[config.mk]
export PLATFORM = sky130hd
export DESIGN_NAME = vga_timing_gen
export DESIGN_NICKNAME = d
export VERILOG_FILES = /design/src/rtl/vga_timing_gen.sv
export SDC_FILE = /design/constraint.sdc
export NUM_CORES = 1
export LEC_CHECK = 0
export BUFFER_PORTS_ARGS = -buffer_cell sky130_fd_sc_hd__clkbuf_2
export CORE_UTILIZATION = 49
export DETAILED_ROUTE_END_ITERATION = 8
export PLACE_DENSITY = 0.79
export SYNTH_ARGS = -nofsm -noshare
export SYNTH_HDL_FRONTEND = slang
export SYNTH_SLANG_ARGS = --single-unit
[constraint.sdc]
create_clock -name clk -period 2 [get_ports clk]
set_clock_uncertainty 0.2 [all_clocks]
set_input_delay 0.3 -clock clk [delete_from_list [all_inputs] [get_ports clk]]
set_output_delay 0.3 -clock clk [all_outputs]
set_load 0.02 [all_outputs]
[src/rtl/vga_timing_gen.sv]
// VGA raster timing generator: sweeps pix_x/pix_y for a combinational renderer and registers
// RGB, sync and blanking in one stage. With CLK_DIV=1 VGA_CLK is held at 0; the DAC must use clk.
module vga_timing_gen #(
  parameter int unsigned H_ACTIVE = 640,
  parameter int unsigned H_FP     = 16,
  parameter int unsigned H_SYNC   = 96,
  parameter int unsigned H_BP     = 48,
  parameter int unsigned V_ACTIVE = 480,
  parameter int unsigned V_FP     = 10,
  parameter int unsigned V_SYNC   = 2,
  parameter int unsigned V_BP     = 33,
  parameter int unsigned CLK_DIV  = 2
) (
  input  logic       clk,
  input  logic       resetn,
  output logic [9:0] pix_x,
  output logic [9:0] pix_y,
  output logic       frame_start,
  input  logic [7:0] vga_R_in,
  input  logic [7:0] vga_G_in,
  input  logic [7:0] vga_B_in,
  input  logic       video_on_in,
  output logic [7:0] VGA_R,
  output logic [7:0] VGA_G,
  output logic [7:0] VGA_B,
  output logic       VGA_HS,
  output logic       VGA_VS,
  output logic       VGA_BLANK_N,
  output logic       VGA_SYNC_N,
  output logic       VGA_CLK
);

  localparam int unsigned H_TOTAL  = H_ACTIVE + H_FP + H_SYNC + H_BP;
  localparam int unsigned V_TOTAL  = V_ACTIVE + V_FP + V_SYNC + V_BP;
  localparam int unsigned HS_START = H_ACTIVE + H_FP;
  localparam int unsigned HS_END   = HS_START + H_SYNC;
  localparam int unsigned VS_START = V_ACTIVE + V_FP;
  localparam int unsigned VS_END   = VS_START + V_SYNC;
  localparam int unsigned DivW     = (CLK_DIV > 1) ? $clog2(CLK_DIV) : 1;

  logic [DivW-1:0] div_q, div_d;
  logic [9:0]      h_q, h_d, v_q, v_d;
  logic [7:0]      r_q, r_d, g_q, g_d, b_q, b_d;
  logic            hs_q, hs_d, vs_q, vs_d, blank_n_q, blank_n_d;
  logic            frame_start_q, frame_start_d, vga_clk_q, vga_clk_d;
  logic            tick, h_last, v_last, active, pix_on;

  // For CLK_DIV=1 div_q stays 0, which already equals CLK_DIV-1, so tick is constant 1.
  assign tick   = (div_q == DivW'(CLK_DIV - 1));
  assign h_last = (h_q == 10'(H_TOTAL - 1));
  assign v_last = (v_q == 10'(V_TOTAL - 1));
  assign active = (h_q < 10'(H_ACTIVE)) && (v_q < 10'(V_ACTIVE));
  assign pix_on = active && video_on_in;

  always_comb begin
    div_d         = tick ? '0 : div_q + 1'b1;
    h_d           = h_q;
    v_d           = v_q;
    r_d           = r_q;
    g_d           = g_q;
    b_d           = b_q;
    hs_d          = hs_q;
    vs_d          = vs_q;
    blank_n_d     = blank_n_q;
    frame_start_d = tick && h_last && v_last;
    // Registered from the next divider value so the rising edge lands mid output period.
    vga_clk_d     = (CLK_DIV > 1) && (32'(div_d) >= CLK_DIV / 2);
    if (tick) begin
      h_d = h_last ? 10'd0 : h_q + 10'd1;
      if (h_last) begin
        v_d = v_last ? 10'd0 : v_q + 10'd1;
      end
      blank_n_d = active;
      r_d       = pix_on ? vga_R_in : 8'd0;
      g_d       = pix_on ? vga_G_in : 8'd0;
      b_d       = pix_on ? vga_B_in : 8'd0;
      hs_d      = ~((h_q >= 10'(HS_START)) && (h_q < 10'(HS_END)));
      vs_d      = ~((v_q >= 10'(VS_START)) && (v_q < 10'(VS_END)));
    end
  end

  always_ff @(posedge clk or negedge resetn) begin
    if (!resetn) begin
      div_q         <= '0;
      h_q           <= '0;
      v_q           <= '0;
      r_q           <= '0;
      g_q           <= '0;
      b_q           <= '0;
      hs_q          <= 1'b1;
      vs_q          <= 1'b1;
      blank_n_q     <= 1'b0;
      frame_start_q <= 1'b0;
      vga_clk_q     <= 1'b0;
    end else begin
      div_q         <= div_d;
      h_q           <= h_d;
      v_q           <= v_d;
      r_q           <= r_d;
      g_q           <= g_d;
      b_q           <= b_d;
      hs_q          <= hs_d;
      vs_q          <= vs_d;
      blank_n_q     <= blank_n_d;
      frame_start_q <= frame_start_d;
      vga_clk_q     <= vga_clk_d;
    end
  end

  assign pix_x       = h_q;
  assign pix_y       = v_q;
  assign frame_start = frame_start_q;
  assign VGA_R       = r_q;
  assign VGA_G       = g_q;
  assign VGA_B       = b_q;
  assign VGA_HS      = hs_q;
  assign VGA_VS      = vs_q;
  assign VGA_BLANK_N = blank_n_q;
  assign VGA_SYNC_N  = 1'b0;
  assign VGA_CLK     = vga_clk_q;

endmodule
# After elaboration in Yosys (flattened, before gate mapping)
# Cells that the tools add are included.
[word_totals] reg_bits=50 wordCells=38 in_bits=27 out_inout_bits=50
[op_classes] bitwise_logic=2 magnitude_cmp=7 addsub=3 n_reduce_logical=7 n_eq_ne=2 mux=6
[ops] cell="$mux 8" n=3
[ops] cell="$add 10x1->10 const B" n=2
[ops] cell="$eq 10x10->1 const B" n=2
[ops] cell="$lt 10x10->1 const B" n=2
[ops] cell="$lt 10x9->1 const B" n=2
[ops] cell="$mux 10" n=2
[ops] cell="$ge 10x10->1 const B" n=1
[ops] cell="$ge 10x9->1 const B" n=1
[ops] cell="$logic_and 1x1->1" n=6
[ops] cell="$not 1->1" n=2
[ops] cell="$reduce_and 2->1" n=1
[ops] cell="$add 1x1->1 const B" n=1
[ops] cell="$ge 1x1->1 const B" n=1
[ops] cell="$mux 1" n=1

# Longest topological paths before layout
# Gate-level depths: netlist of run 1.
[depth] word_depth=4 depth_mapped=6 depth_no_buf=6

# Worst setup path before layout of run 1
# Ideal clock, no wire load.
[synth_path] path_kind="flip-flop to flip-flop" startpoint="register h_q[0], in the netlist pix_x[0]" endpoint="register v_q[9], in the netlist pix_y[9]" path_buffers=0 slack_ns=0.046 stages_incl_launch_ff=6 arrival_time_ns=1.677 synth_period_minus_slack_ns=1.954 cell_sequence="dfrtp_1 -> ha_1 -> and4_4 -> nand3_4 -> or4_1 -> a21oi_1"
[synth_between] elab_chain_cells=2
[synth_lines] element="from (decl)" line="42" rtl="logic [9:0] h_q, h_d, v_q, v_d;"
[synth_lines] element="from (signal assigned)" line="85" rtl="h_q <= '0;"
[synth_lines] element="from (signal assigned)" line="97" rtl="h_q <= h_d;"
[synth_lines] element="$eq 10x10->1" line="50" rtl="assign h_last = (h_q == 10'(H_TOTAL - 1));"
[synth_lines] element="$reduce_and 2->1 (no line)"
[synth_lines] element="to (signal assigned)" line="98" rtl="v_q <= v_d;"
[synth_lines] element="to (decl)" line="42"
# No other way between the ends.
# A chain may end at the register's enable or synchronous reset.

# Worst setup path after layout of run 1
[layout_path] startpoint="register h_q[1], in the netlist pix_x[1]" endpoint="register v_q[9], in the netlist pix_y[9]"
# Same word-level chain as after synthesis.

==> impl_metrics.json, run 1 <==
{
  "outcome": "finished, final reports clean",
  "fin_crit_sh": 0.947,
  "drv_slew": 0,
  "r2r_start": "pix_x[1]",
  "leakage_nw": 1.38,
  "required_ns": 2.03,
  "vias": 1738,
  "pwr_density_cell_nw_per_um2": 650,
  "place_congestion": 0.847,
  "crit_arrival_ns": 1.92,
  "critPathBufInv": 0,
  "synth_nets": 208,
  "fin_crit_ns": 1.89,
  "synthCells": 177,
  "row_count": 23,
  "power_w": 0.00177,
  "first_pass_iters": 4,
  "final_cell_mix": "75 x clkbuf_2, 46 x dfrtp_1, 24 x a22o_1, 12 x buf_4",
  "ys_seq_area_frac": 0.583,
  "start_util": 0.519,
  "maxCapViolations": 0,
  "wl_per_cell_um": 14.7,
  "regToRegSetupSlack_ns": 0.11,
  "worst-path-stages": 5,
  "drive_gt1_frac": 0.398,
  "wirelength_um": 4660,
  "grt_max_degree": 25,
  "startpoint_type": "flip-flop",
  "yosys_warnings": 0,
  "grt_pass1_vias": 1499,
  "cts_buffers": 5,
  "cp_top_family": "simple AND/OR/NAND/NOR gates",
  "synth-main-ff-cell": "dfrtp_1",
  "final.fill_count": 330,
  "whs_ns": 0.00804,
  "setup_viol": 0,
  "synth_seq_cells": 49,
  "clock_sinks": 49,
  "dp_hpwl_um": 3540,
  "clkSlewWorstSetupHoldPaths_ns": 0.09,
  "r2r_cells": 5,
  "critPathSlowestCell": "or4_1",
  "synth_cell_types": 38,
  "fin_nets": 296,
  "die_h_um": 67.6,
  "hold_class": "input pin to flip-flop",
  "cpPeakStageDelay_ns": 0.50,
  "synthArstFlopShare": 1.00,
  "core_sq_um": 4060,
  "antenna_left": 0,
  "cp_cell_sequence": "ha_4, and4_4, nand3_4, or4_1, a21oi_1",
  "cts_tree": "done",
  "htree_levels": 2,
  "insertion_delay_ns": 0.30,
  "antenna_found_initial": 0,
  "fp.dieArea_sq_um": 4570,
  "mostFrequentLayoutCell": "clkbuf_2",
  "track_usage": 0.216,
  "grt_pass1_wl_um": 7210,
  "min_from": "vga_B_in[5]",
  "tns_ns": 0,
  "cts-root-buf": "clkbuf_8",
  "r2r_end": "pix_y[9]",
  "portBuffers": 75,
  "drt_iter0_drc": 140,
  "holdPathStages": 2,
  "syn-cell-area_sq_um": 2110,
  "routed_via_density": 5.50,
  "antenna_cells": 0,
  "overflow": 0,
  "pin_count": 77,
  "area_growth_pct": 29.5,
  "synth-edff-count": 0,
  "cts_buffer_depth": 2,
  "holdPathEnd": "VGA_B[5]",
  "syn_area_per_cell_sq_um": 11.9,
  "ir_drop_uv": 433,
  "max_freq_mhz": 528,
  "drc_errors": 0,
  "final-hold-violation-count": 0,
  "die_w_um": 67.6,
  "path_max_fanout": 6,
  "worstSetupPathType": "flip-flop to flip-flop",
  "endpoint_kind": "flip-flop"
}
[Yosys cell counts, types with 2 or more instances]
master | instances | area [sq um]
nor4_1 | 3 | 18.8
nand2_1 | 6 | 22.5
ha_1 | 4 | 50.1
buf_2 | 3 | 15.0
dfstp_2 | 2 | 52.6
nor2_1 | 11 | 41.3
xnor2_1 | 9 | 78.8
and4_1 | 2 | 17.5
o21ai_0 | 6 | 30.0
xor2_1 | 4 | 35.0
and3_1 | 4 | 25.0
inv_1 | 5 | 18.8
clkbuf_1 | 4 | 15.0
a22o_1 | 24 | 210
nor3_1 | 4 | 20.0
nand3_1 | 11 | 55.1
nand4_1 | 7 | 43.8
a21oi_1 | 2 | 10.0
dfrtp_1 | 47 | 1180
[flip-flops by register name, indices dropped and copies added (netlist names)]
register     flops
VGA_B            8
VGA_BLANK_N      1
VGA_G            8
VGA_HS           1
VGA_R            8
VGA_VS           1
div_q            1
frame_start      1
pix_x           10
pix_y           10
[metal layers]
metal  vias to the layer above  global-route usage  wire [um]
met5                         -                   0          0
met4                         0              0.0718         59
met3                         7              0.0507        278
met2                        53               0.334       2290
met1                       854               0.295       2030
li1                        824                   -          -
[power by group]
part,internal (W),switching (W)
sequential,0.00101,0.0000136
combinational,0.0000570,0.0000827
clock,0.000281,0.000325
total,0.00135,0.000421
[kinds of logic after synthesis]
group | count (synthesis) | share of synthesized area
muxes | 1 | 0.00534
other | 1 | 0.00178
DFF | 49 | 0.583
AOI/OAI and AO/OA | 35 | 0.129
and+or+nand+nor | 60 | 0.175
xor gates and xnor gates | 13 | 0.0540
buffers and inverters | 14 | 0.0285
adders and majority gates | 4 | 0.0238
[how the worst max path moves through the flow]
stage	from	endpoint
floorplan	pix_x[0]	pix_y[9]
global placement	pix_x[0]	pix_y[9]
detailed placement	pix_x[0]	pix_y[9]
CTS	pix_x[0]	pix_y[9]
global route	pix_x[1]	pix_y[9]
finish	pix_x[1]	pix_y[9]
[final cells by class]
cell class	count	area (sq um)	area share
clock buffers	6	82.6	0.0303
clock inverters	2	13.8	0.00505
inverters	6	22.5	0.00826
multi-input cells	114	831	0.305
flip-flops and latches	49	1230	0.451
well taps	50	62.6	0.0229
repair buffers	89	485	0.178
[per-stage QoR]
stage,util,std cells,setup slack [ns],cell area [sq um]
after detailed placement,0.640,306,0.105,2600
after CTS,0.666,315,0.0777,2700
after global placement,0.640,306,0.148,2600
final,0.672,316,0.106,2730
after floorplan,-,177,0.0458,2110
after global routing,0.672,316,-0.00107,2730
[what timing repair did]
| item | in CTS | in global routing |
|---|---|---|
| gates resized for setup | 0 | 3 |
| hold buffers | 1 | 1 |
| hold endpoints to repair | 12 | 1 |
| setup buffers | 0 | 0 |
| setup endpoints to repair | 0 | 1 |
Note: power is estimated with default switching activity, not from simulation.
==> inputs of run 2 (changes only) <==
--- a/config.mk
+++ b/config.mk
@@ -9,6 +9,7 @@
 export CORE_UTILIZATION = 49
 export DETAILED_ROUTE_END_ITERATION = 8
 export PLACE_DENSITY = 0.79
+export SETUP_SLACK_MARGIN = 0.15
 export SYNTH_ARGS = -nofsm -noshare
 export SYNTH_HDL_FRONTEND = slang
 export SYNTH_SLANG_ARGS = --single-unit
==> run 2 against run 1 <==
Compared with the run above:
- global-route usage is 1.9 points higher
- worst hold slack gained 0.00083 ns
- die area is the same
- clock-buffer cell count rose by 1
- core utilization rose by 3.1 points
- combinational power hardly changed
- critical path type unchanged
- final cell count increased by 3.2%
- sequential share of layout area fell by 1.9 points
- worst setup slack better by 0.076 ns
- sequential cell count unchanged
==> impl_metrics.json, run 2 (synthesis gave the netlist of run 1 again) <==
{
  "r2r_start": "pix_x[7]",
  "final.fill_count": 314,
  "drv_slew": 0,
  "design_area_sq_um": 2850,
  "core_sq_um": 4060,
  "drc_errors": 0,
  "path_max_fanout": 4,
  "drt_iter0_drc": 136,
  "required_ns": 1.99,
  "antenna_found_initial": 0,
  "startpoint_type": "flip-flop",
  "cts_tree": "done",
  "track_usage": 0.234,
  "grt_pass1_wl_um": 7760,
  "fin_nets": 306,
  "die_w_um": 67.6,
  "start_util": 0.519,
  "dp_hpwl_um": 3390,
  "wl_per_cell_um": 14.9,
  "fin_crit_sh": 0.909,
  "routed_via_density": 5.39,
  "fp.dieArea_sq_um": 4570,
  "worstSetupPathType": "flip-flop to flip-flop",
  "antenna_cells": 0,
  "cts_buffer_depth": 2,
  "final_cell_mix": "75 x clkbuf_2, 44 x dfrtp_1, 24 x a22o_1, 21 x buf_4, 11 x nand3_1",
  "grt_max_degree": 50,
  "row_count": 23,
  "place_ws_ns": 0.0203,
  "area_growth_pct": 35.5,
  "stdcell_count": 326,
  "place_congestion": 0.808,
  "crit_arrival_ns": 1.81,
  "wirelength_um": 4850,
  "placed_cells": 310,
  "endpoint_kind": "flip-flop",
  "portBuffers": 75,
  "antenna_left": 0,
  "postPlaceCellArea_sq_um": 2660,
  "seq_area_sq_um": 1230,
  "tns_ns": 0,
  "vias": 1757,
  "setup_viol": 0,
  "crit_start": "pix_x[7]",
  "overflow": 0,
  "htree_levels": 2,
  "min_from": "vga_R_in[5]",
  "pin_count": 77,
  "rsz0062_at_grt": "true",
  "insertion_delay_ns": 0.30,
  "grt_pass1_vias": 1601,
  "final-hold-violation-count": 0,
  "max_freq_mhz": 550,
  "pwr_density_cell_nw_per_um2": 618,
  "drive_gt1_frac": 0.449,
  "mostFrequentLayoutCell": "clkbuf_2",
  "die_h_um": 67.6,
  "leakage_nw": 1.43,
  "timing.final.ws_setup_ns": 0.183,
  "cts_buffers": 5,
  "cts-root-buf": "clkbuf_8",
  "maxCapViolations": 0,
  "ir_drop_uv": 473,
  "hold_class": "input pin to flip-flop",
  "clkSlewWorstSetupHoldPaths_ns": 0.09,
  "first_pass_iters": 4,
  "outcome": "finished, final reports clean",
  "fin_crit_ns": 1.82,
  "clock_sinks": 49,
  "multi_input_area_sq_um": 868
}
==> run 2: path summary, 6_finish.rpt <==
check / depth (start not counted) / to / slack, ns
worst max-delay path: 5 / pix_y[4] / 0.18
worst min-delay path: 2 / VGA_R[5] / 0.009
worst max register to register: 5 / pix_y[4] / 0.18
worst min register to register: 2 / VGA_HS / 0.31
max in group asynchronous: 3 / VGA_VS / 1.00
min in group asynchronous: 3 / pix_x[7] / 0.33
==> run 2: worst max-delay path, stage by stage, from the launching register on <==
cell,delay (ns)
dfrtp_1,0.40
buf_6,0.13
nand4bb_2,0.31
nor4_1,0.44
xnor2_1,0.18
nor2_1,0.05
==> run 2: final cells by class <==
cell class | count | area share
sequential | 49 | 0.432
inverter | 6 | 0.00789
clock inverter | 1 | 0.00263
clock buffer | 7 | 0.0302
timing repair buffer | 99 | 0.201
tap | 50 | 0.0219
multi-input combinational | 114 | 0.304
==> run 2: power breakdown <==
| part | total, W | switching, W | internal, W |
|---|---|---|---|
| combinational | 0.000139 | 0.0000821 | 0.0000569 |
| sequential | 0.00103 | 0.0000145 | 0.00101 |
| clock | 0.000597 | 0.000315 | 0.000281 |
==> run 2: what timing repair did <==
action / in CTS / in global routing
setup buffers: 5 / 2
pin swaps: 3 / 3
cloned: 0 / 0
hold buffers: 1 / 0
endpoints found under the setup margin: 26 / 32
endpoints found under the hold margin: 47 / 0
gates resized for setup: 5 / 6
==> run 2: layer usage <==
metal,global-route usage,wire [um]
met4,0.101,96
met5,0,0
met1,0.323,2220
met3,0.0507,263
met2,0.354,2280
==> run 2: stage by stage <==
step	util	hold slack [ns]	total power (W)
floorplan	-	-0.196	0.00111
global placement	0.654	0.106	0.00118
detailed placement	0.654	0.111	0.00119
CTS	0.693	0.00266	0.00178
global route	0.703	0.00303	0.00185
finish	0.703	0.00888	0.00176
